### config.mk
export PLATFORM = sky130hd
export DESIGN_NAME = keypad_scanner
export DESIGN_NICKNAME = d
export VERILOG_FILES = /design/src/rtl/keypad_pkg.sv /design/src/rtl/keypad_decoder.sv /design/src/rtl/keypad_scanner.sv
export SDC_FILE = /design/constraint.sdc
export NUM_CORES = 1
export LEC_CHECK = 0
export BUFFER_PORTS_ARGS = -buffer_cell sky130_fd_sc_hd__buf_4
export CAP_MARGIN = 25
export CORE_ASPECT_RATIO = 0.75
export CORE_MARGIN = 10
export CORE_UTILIZATION = 64
export CTS_CLUSTER_SIZE = 10
export DETAILED_ROUTE_END_ITERATION = 10
export GPL_TIMING_DRIVEN = 0
export PLACE_DENSITY = 0.84
export SYNTH_ARGS = -nofsm -noshare
export SYNTH_HDL_FRONTEND = slang
export SYNTH_SLANG_ARGS = --single-unit
### constraint.sdc
create_clock -name clk -period 3.8 [get_ports clk]
set_input_delay 0.76 -clock clk [delete_from_list [all_inputs] [get_ports clk]]
set_output_delay 0.76 -clock clk [all_outputs]
set_load 0.05 [all_outputs]
### src/rtl/keypad_pkg.sv
// keypad_pkg: shared types and constants for the keypad scanner.
//   state_t   - scanner FSM states
//   COL_INIT  - column drive pattern after reset (column 0 driven low)
//   ROWS_IDLE - row pattern with no key pressed (all pulled up)
//   one_low() - true when exactly one bit of a 4-bit active-low vector is 0
package keypad_pkg;

    typedef enum logic [1:0] {
        SCAN        = 2'd0,
        DEB_PRESS   = 2'd1,
        HELD        = 2'd2,
        DEB_RELEASE = 2'd3
    } state_t;

    localparam logic [3:0] COL_INIT  = 4'b1110;
    localparam logic [3:0] ROWS_IDLE = 4'b1111;

    function automatic logic one_low(input logic [3:0] v);
        case (v)
            4'b1110, 4'b1101, 4'b1011, 4'b0111: return 1'b1;
            default:                            return 1'b0;
        endcase
    endfunction

endpackage

### src/rtl/keypad_decoder.sv
// keypad_decoder: combinational map from an active-low column/row pair to the
// hex code printed on the 4x4 keypad.
//   col [3:0] in  - one-hot-low column drive
//   row [3:0] in  - one-hot-low row reading
//   s   [3:0] out - key code; 0 for any pair that is not one-hot-low on both
// Layout (row index down, column index across, index = position of the 0 bit):
//   row0: 1 2 3 A   row1: 4 5 6 B   row2: 7 8 9 C   row3: E 0 F D
module keypad_decoder (
    input  logic [3:0] col,
    input  logic [3:0] row,
    output logic [3:0] s
);

    always_comb begin
        s = 4'h0;
        case ({col, row})
            {4'b1110, 4'b1110}: s = 4'h1;
            {4'b1101, 4'b1110}: s = 4'h2;
            {4'b1011, 4'b1110}: s = 4'h3;
            {4'b0111, 4'b1110}: s = 4'hA;
            {4'b1110, 4'b1101}: s = 4'h4;
            {4'b1101, 4'b1101}: s = 4'h5;
            {4'b1011, 4'b1101}: s = 4'h6;
            {4'b0111, 4'b1101}: s = 4'hB;
            {4'b1110, 4'b1011}: s = 4'h7;
            {4'b1101, 4'b1011}: s = 4'h8;
            {4'b1011, 4'b1011}: s = 4'h9;
            {4'b0111, 4'b1011}: s = 4'hC;
            {4'b1110, 4'b0111}: s = 4'hE;
            {4'b1101, 4'b0111}: s = 4'h0;
            {4'b1011, 4'b0111}: s = 4'hF;
            {4'b0111, 4'b0111}: s = 4'hD;
            default:            s = 4'h0;
        endcase
    end

endmodule

### src/rtl/keypad_scanner.sv
// keypad_scanner: column scan, row synchronizer and press/release debounce for
// a 4x4 active-low keypad.
//   clk       in  - system clock, rising edge
//   reset     in  - synchronous, active-low
//   row [3:0] in  - raw rows, active-low, asynchronous to clk
//   col [3:0] out - column drive, one-hot-low
//   key [3:0] out - last accepted key code, held until the next accepted press
//   key_valid out - one-cycle strobe on the edge key updates
//   key_held  out - high from accept until the release is debounced
module keypad_scanner
    import keypad_pkg::*;
#(
    parameter int SCAN_CYCLES     = 4096,
    parameter int DEBOUNCE_CYCLES = 240000
) (
    input  logic       clk,
    input  logic       reset,
    input  logic [3:0] row,
    output logic [3:0] col,
    output logic [3:0] key,
    output logic       key_valid,
    output logic       key_held
);

    localparam int MAX_CYCLES = (SCAN_CYCLES > DEBOUNCE_CYCLES) ? SCAN_CYCLES : DEBOUNCE_CYCLES;
    localparam int CNT_W      = (MAX_CYCLES > 1) ? $clog2(MAX_CYCLES) : 1;

    localparam logic [CNT_W-1:0] SCAN_LAST = CNT_W'(SCAN_CYCLES - 1);
    localparam logic [CNT_W-1:0] DEB_LAST  = CNT_W'(DEBOUNCE_CYCLES - 1);
    localparam logic [CNT_W-1:0] CNT_ONE   = CNT_W'(1);

    function automatic logic [3:0] rotl(input logic [3:0] c);
        return {c[2:0], c[3]};
    endfunction

    logic [3:0]       row_p0;
    logic [3:0]       row_sync;
    state_t           state, state_nx;
    logic [CNT_W-1:0] cnt, cnt_nx;
    logic [3:0]       col_nx;
    logic [3:0]       lat_col, lat_col_nx;
    logic [3:0]       lat_row, lat_row_nx;
    logic [3:0]       key_nx;
    logic             key_valid_nx;
    logic             key_held_nx;
    logic [3:0]       decoded;
    logic             rel_seen;

    keypad_decoder u_decoder (
        .col (lat_col),
        .row (lat_row),
        .s   (decoded)
    );

    // The latched key's row bit reads high again; other rows are ignored.
    assign rel_seen = |(row_sync & ~lat_row);

    // Stage p0 -> sync: two-flop synchronizer on the raw rows, then FSM state.
    always_ff @(posedge clk) begin
        if (!reset) begin
            row_p0    <= ROWS_IDLE;
            row_sync  <= ROWS_IDLE;
            state     <= SCAN;
            cnt       <= '0;
            col       <= COL_INIT;
            lat_col   <= ROWS_IDLE;
            lat_row   <= ROWS_IDLE;
            key       <= 4'h0;
            key_valid <= 1'b0;
            key_held  <= 1'b0;
        end else begin
            row_p0    <= row;
            row_sync  <= row_p0;
            state     <= state_nx;
            cnt       <= cnt_nx;
            col       <= col_nx;
            lat_col   <= lat_col_nx;
            lat_row   <= lat_row_nx;
            key       <= key_nx;
            key_valid <= key_valid_nx;
            key_held  <= key_held_nx;
        end
    end

    always_comb begin
        state_nx     = state;
        cnt_nx       = cnt;
        col_nx       = col;
        lat_col_nx   = lat_col;
        lat_row_nx   = lat_row;
        key_nx       = key;
        key_valid_nx = 1'b0;
        key_held_nx  = key_held;

        case (state)
            SCAN: begin
                if (cnt == SCAN_LAST) begin
                    cnt_nx = '0;
                    if (one_low(row_sync)) begin
                        lat_col_nx = col;
                        lat_row_nx = row_sync;
                        state_nx   = DEB_PRESS;
                    end else begin
                        // No key or a ghost/multi-key pattern: move on.
                        col_nx = rotl(col);
                    end
                end else begin
                    cnt_nx = cnt + CNT_ONE;
                end
            end

            DEB_PRESS: begin
                // Mismatch wins over a completing count.
                if (row_sync != lat_row) begin
                    cnt_nx   = '0;
                    col_nx   = rotl(col);
                    state_nx = SCAN;
                end else if (cnt == DEB_LAST) begin
                    cnt_nx       = '0;
                    key_nx       = decoded;
                    key_valid_nx = 1'b1;
                    key_held_nx  = 1'b1;
                    state_nx     = HELD;
                end else begin
                    cnt_nx = cnt + CNT_ONE;
                end
            end

            HELD: begin
                if (rel_seen) begin
                    cnt_nx   = '0;
                    state_nx = DEB_RELEASE;
                end
            end

            DEB_RELEASE: begin
                if (!rel_seen) begin
                    cnt_nx   = '0;
                    state_nx = HELD;
                end else if (cnt == DEB_LAST) begin
                    cnt_nx      = '0;
                    key_held_nx = 1'b0;
                    col_nx      = rotl(col);
                    state_nx    = SCAN;
                end else begin
                    cnt_nx = cnt + CNT_ONE;
                end
            end

            default: begin
                cnt_nx   = '0;
                state_nx = SCAN;
            end
        endcase
    end

endmodule
==> out/results.ini, run 1 <==
[power]
sequentialPowerShare=0.589
leakage_nw=1.03
power_frac_comb=0.039
clkPwrFrac=0.372
switching_share=0.243
power_density_mw_per_mm2=307
internal_power_mw=0.635
vdd_drop_max_v=0.000306
p_sw_mw=0.204

[setup_path]
crit_family=buffers and inverters
cp-start-kind=flip-flop
cpMostUsedCell=clkbuf_1
crit_type=reg -> reg
slowest_stage=or4_1
end_kind=flip-flop
required_ps=4000
arrival_ps=2860
critPathMaxFanout=10
slowest_delay_ps=510
crit_buf_inv=4
worstPathCellList=clkbuf_1 > inv_1 > ha_1 > or4_1 > clkbuf_1 > nand3_1 > a22oi_2 > o31ai_4 > buf_4 > nor2_1

[grt]
overflow=0
groute.usage.overall=0.159
grt_pass1_wl_um=8900
antenna_found_initial=0
grt_pass1_vias=1915
grt_max_degree=17

[worst_hold_path]
hold_class=reg -> reg

[synthesis]
yosys.area_share.simple=0.289
synth_edf_count=0
yosysSeqAreaShare=0.375
synth_cells=279
yosys.area_share.xor_xnor=0.0712
ys_seq_elements=46
muxShareOfSynthArea=0.0285
synth.avg_cell_area_um2=8.81
synth_compound_area_frac=0.169
post_synth_num_cell_types=63
ys_async_sr_fraction=0
synth_area_mm2=0.00246
synth_fp_nets=290
synth_fa_ha_area_frac=0.0254
synth_flop_cell=dfxtp_1
synth_top_family_by_area=simple AND/OR/NAND/NOR gates
yosysWarnings=0

[die]
start_util=0.667
coreArea_mm2=0.00368
rows=19
dieArea_mm2=0.00675
ioPinCount=16
die_h_um=73.7
dieWidth_um=91.6

[clock_network]
cts.reportedPaths.clkPinSlew_ps=90
post_cts_buffers=0
cts_buffers=5
cts_tree=built
cts_resized=0
holdBufCountCts=0
clock_sinks=46
h-tree-depth=2
clock_latency_ps=310
cts-root-buf=clkbuf_8
clk_path_buf_depth=2

[routing]
ant_nets=0
avgRoutedWirePerCell_um=14.8
dr.pass1.iters=4
drc=0
dr.first_iter.drc_count=123
dr_total_vias=2062
viasPerCell=5.82
drt-total-wl_um=5230

[run]
cap_viol_max_count=0

[final_layout]
final_cells=354
insertedDiodeCount=0
syn2layout_area_growth_pct=11.0
drive_gt1_frac=0.142
nets=312
fillCellCount=299

[timing]
fin_crit_sh=0.701
clock.fmax_mhz=376
period_needed_ps=2660
final-setup-viol-count=0
finalSetupTns_ps=0
hold_viol=0
rsz0062_at_grt=false
relSlewSlack=0.622
finalMaxSlewViolations=0
finClkSkew_ps=12.2
tightest_slew_ps=567

[placement]
hpwl_um=3900
port_buffers=15
place_inst=346
routabilityCongestion=0.877

[status]
status=finished clean

-- power groups by stage --
stage | clock [mW] | combinational, mW | sequential (mW)
after global placement | 0 | 0.0318 | 0.505
final | 0.312 | 0.0331 | 0.494
after detailed placement | 0 | 0.0331 | 0.505
after CTS | 0.313 | 0.0332 | 0.494
after global routing | 0.335 | 0.0375 | 0.495
after floorplan | 0 | 0.0229 | 0.503
-- synth_stat cells (4+ instances only) --
| cell | instances | area (um2) |
|---|---|---|
| a21oi_1 | 8 | 40.0 |
| nor2b_1 | 4 | 25.0 |
| o211ai_1 | 6 | 45.0 |
| ha_1 | 5 | 62.6 |
| nand2_1 | 34 | 128 |
| nor2_1 | 24 | 90.1 |
| clkbuf_1 | 11 | 41.3 |
| xor2_1 | 11 | 96.3 |
| nand2b_1 | 9 | 56.3 |
| o21ai_0 | 10 | 50.1 |
| nand4_1 | 7 | 43.8 |
| inv_1 | 9 | 33.8 |
| and3_1 | 7 | 43.8 |
| mux2i_1 | 7 | 70.1 |
| dfxtp_1 | 46 | 921 |
| nand3_1 | 7 | 35.0 |
| xnor2_1 | 9 | 78.8 |
| nor3_1 | 4 | 20.0 |
-- area by class of cell --
type	count	area, um2	share of cell area
Buffer	15	68.8	0.0252
Tap cell	52	65.1	0.0238
Clock inverter	3	23.8	0.00871
Multi-Input combinational cell	209	1440	0.526
Clock buffer	5	68.8	0.0252
Inverter	9	33.8	0.0124
Sequential cell	46	921	0.337
Timing Repair Buffer	15	113	0.0413
-- registers in the layout, indices dropped and copies added, names as in the netlist --
name	flops
row_p0	4
key	4
cnt	18
col	4
key_valid	1
lat_row	4
state	2
key_held	1
row_sync	4
lat_col	4
-- per-stage QoR --
step	util	power [mW]	worst slack, ps	cell area (um2)	hold WS (ps)
after global routing	0.741	0.868	967	2730	444
after floorplan	-	0.526	1520	2460	386
after global placement	0.715	0.536	1190	2640	391
after detailed placement	0.715	0.538	1180	2640	394
after CTS	0.741	0.840	1130	2730	415
final	0.741	0.839	1140	2730	416
-- metal layers --
layer	wire (um)	share of wire	track usage
met1	2630	0.50	0.216
met2	2260	0.43	0.241
met3	273	0.052	0.0387
met4	57	0.011	0.0520
met5	0	0	0
-- path summary, 6_finish.rpt --
check | from | depth (start not counted) | to | slack (ps)
setup reg to reg | lat_row[0] | 10 | cnt[13] | 1140
hold reg to reg | row_p0[0] | 1 | row_sync[0] | 420
setup / recovery | lat_row[0] | 10 | cnt[13] | 1140
hold / removal | row_p0[0] | 1 | row_sync[0] | 420
-- kinds of logic (layout without fill, tap and decap cells) --
kind of cell,count (synthesis),in the layout
compound gates,53,53
buf+inv,24,47
fa+ha+maj,5,5
flops,46,46
mux,7,7
simple gates,124,124
xor+xnor,20,20
-- placed cells by master (no fill, tap or decap), types with 3 or more instances in the layout --
master,count
a21boi_0,3
a21oi_1,8
and3_1,7
buf_4,16
clkbuf_1,11
clkbuf_8,5
dfxtp_1,46
ha_1,5
inv_1,9
mux2i_1,7
nand2_1,34
nand2b_1,9
nand3_1,7
nand4_1,7
nor2_1,24
nor2b_1,4
nor3_1,4
nor4_4,3
o211ai_1,6
o21ai_0,10
or3_1,3
xnor2_1,9
xor2_1,11
Note: power is estimated with default switching activity, not from simulation.
==> run 2: changes to the inputs <==
Settings changed: CORE_UTILIZATION 64 to 60, PLACE_DENSITY 0.84 to 0.79.
Clock period 3.8 ns to 2.8 ns, I/O delays scaled along.
==> run 2 against run 1 <==
  * Utilization is 6.1 points lower
  * Die area is 5.0% higher
  * Via count is 1.6% lower
  * Total power is 36% higher
  * Cell area is 0.23% lower
  * First-iteration DRC count is 4.9% higher
  * Sequential cell count stayed put
  * Register-to-register slack worse by 870 ps
  * Sequential share of layout area is 0.078 points higher
  * Critical endpoint unchanged
  * Largest power group unchanged
==> out/results.ini, run 2 (same netlist as run 1, synthesis figures left out) <==
[worst_hold_path]
hold_class=reg -> reg
hold_start=row_p0[2]
worstHoldPathCells=1  ; unchanged
holdPathEnd=row_sync[2]

[final_layout]
largest_register_ffs=18  ; unchanged
insertedDiodeCount=0  ; unchanged
drive_gt1_frac=0.144  ; +0.00143
syn2layout_area_growth_pct=10.7
mostFrequentLayoutCells=dfxtp_1 (46), nand2_1 (34), nor2_1 (24), buf_4 (16), xor2_1 (11)
final_common_cell=dfxtp_1
regMostFlops=cnt
nets=309  ; -0.96%
final_cells=354  ; unchanged

[grt]
groute.usage.overall=0.150  ; -0.00905
grt_pass1_vias=1801  ; -6.0%
overflow=0  ; unchanged
grt_pass1_wl_um=8570  ; -3.7%
grt_max_degree=17  ; unchanged
antenna_found_initial=0  ; unchanged

[routing]
drc=0  ; unchanged
avgRoutedWirePerCell_um=14.3  ; -3.2%
drt-total-wl_um=5060  ; -3.2%
viasPerCell=5.73  ; -1.6%
ant_nets=0  ; unchanged
dr.first_iter.drc_count=129  ; +4.9%
dr_total_vias=2028  ; -1.6%
dr.pass1.iters=4  ; unchanged

[run]
cap_viol_max_count=0  ; unchanged

[clock_network]
cts.reportedPaths.clkPinSlew_ps=90  ; about the same
h-tree-depth=2  ; unchanged
cts_buffers=5  ; unchanged
cts_resized=0  ; unchanged
clk_path_buf_depth=2  ; unchanged
holdBufCountCts=0  ; unchanged
cts-root-buf=clkbuf_8
clock_latency_ps=300  ; about the same
post_cts_buffers=0  ; unchanged
cts_tree=built
clock_sinks=46  ; unchanged

[power]
power_mw=1.14  ; +36%
power_density_mw_per_mm2=417  ; +36%
leakage_nw=1.03  ; about the same
vdd_drop_max_v=0.000382  ; +25%

[timing]
relSlewSlack=0.640  ; +0.0178
clock.fmax_mhz=395  ; +5.3%
rsz0062_at_grt=false
period_needed_ps=2530  ; -134 ps
hold_viol=0  ; unchanged
finClkSkew_ps=7.78  ; -4.38 ps
finalMaxSlewViolations=0  ; unchanged
tightest_slew_ps=537  ; -30.1 ps
finalSetupTns_ps=0  ; unchanged
fin_crit_sh=0.903  ; +0.202
final-setup-viol-count=0  ; unchanged

[setup_path]
cpMostUsedCell=clkbuf_1
crit_buf_inv=4  ; unchanged
worstPathCellList=clkbuf_1 > inv_1 > ha_1 > or4_1 > clkbuf_1 > nand3_1 > a22oi_2 > o31ai_4 > buf_4 > nor2_1
r2r_cells=10  ; unchanged
cp-start-kind=flip-flop
r2r_end=cnt[13]
slowest_stage=or4_1
rrSetupSlack_ps=270  ; -870 ps
arrival_ps=2720  ; -140 ps
required_ps=3000  ; -1000 ps
end_kind=flip-flop
r2r_start=lat_row[2]
slowest_delay_ps=390  ; -120 ps
crit_family=buffers and inverters
critPathMaxFanout=10  ; unchanged
crit_type=reg -> reg

[die]
start_util=0.614  ; -0.0532
coreArea_mm2=0.00400  ; +8.7%
rows=20  ; +1
dieWidth_um=93.9  ; +2.6%
dieArea_mm2=0.00708  ; +5.0%
ioPinCount=16  ; unchanged
die_h_um=75.4  ; +2.4%

[placement]
routabilityCongestion=0.845  ; -3.7%
port_buffers=15  ; unchanged
hpwl_um=3770  ; -3.4%
place_inst=349  ; +0.87%

[status]
status=finished clean

[run 2: metrics by stage]
step	instance area (um2)	utilization	setup slack (ps)	hold WS, ps
finish	2720	0.680	271	417
global route	2720	0.680	49.2	428
CTS	2730	0.683	142	420
detailed placement	2640	0.659	172	398
global placement	2640	0.659	195	394
floorplan	2460	-	519	386
[run 2: layout make-up]
type | count | area [um2]
Multi-Input combinational cell | 209 | 1440
Buffer | 12 | 57.6
Fill cell | 335 | 1280
Sequential cell | 46 | 921
Timing Repair Buffer | 15 | 113
Inverter | 9 | 33.8
Clock buffer | 5 | 68.8
Tap cell | 55 | 68.8
Clock inverter | 3 | 25.0
[run 2: how the worst max path moves through the flow]
| stage | from | endpoint | slack [ps] | depth (start not counted) |
|---|---|---|---|---|
| 6_report | lat_row[2] | cnt[13] | 270 | 10 |
| 3_5_place_dp | lat_row[1] | cnt[15] | 170 | 10 |
| 2_1_floorplan | lat_row[0] | cnt[10] | 520 | 10 |
| 5_1_grt | lat_row[1] | cnt[13] | 50 | 9 |
| 3_3_place_gp | lat_row[0] | cnt[17] | 190 | 10 |
| 4_1_cts | lat_row[1] | cnt[13] | 140 | 10 |
[run 2: where the power goes]
part / leakage, nW / switching, mW / internal, mW
Sequential: 0.373 / 0.00730 / 0.663
Clock: 0.0447 / 0.242 / 0.180
Combinational: 0.611 / 0.0240 / 0.0204
Total: 1.03 / 0.273 / 0.864
[run 2: per-layer routing]
metal / vias up / global-route usage / wire length, um
met1: 938 / 0.219 / 2660
li1: 1032 / - / -
met5: - / 0 / 0
met4: 0 / 0.0403 / 57
met3: 6 / 0.0413 / 280
met2: 52 / 0.207 / 2060
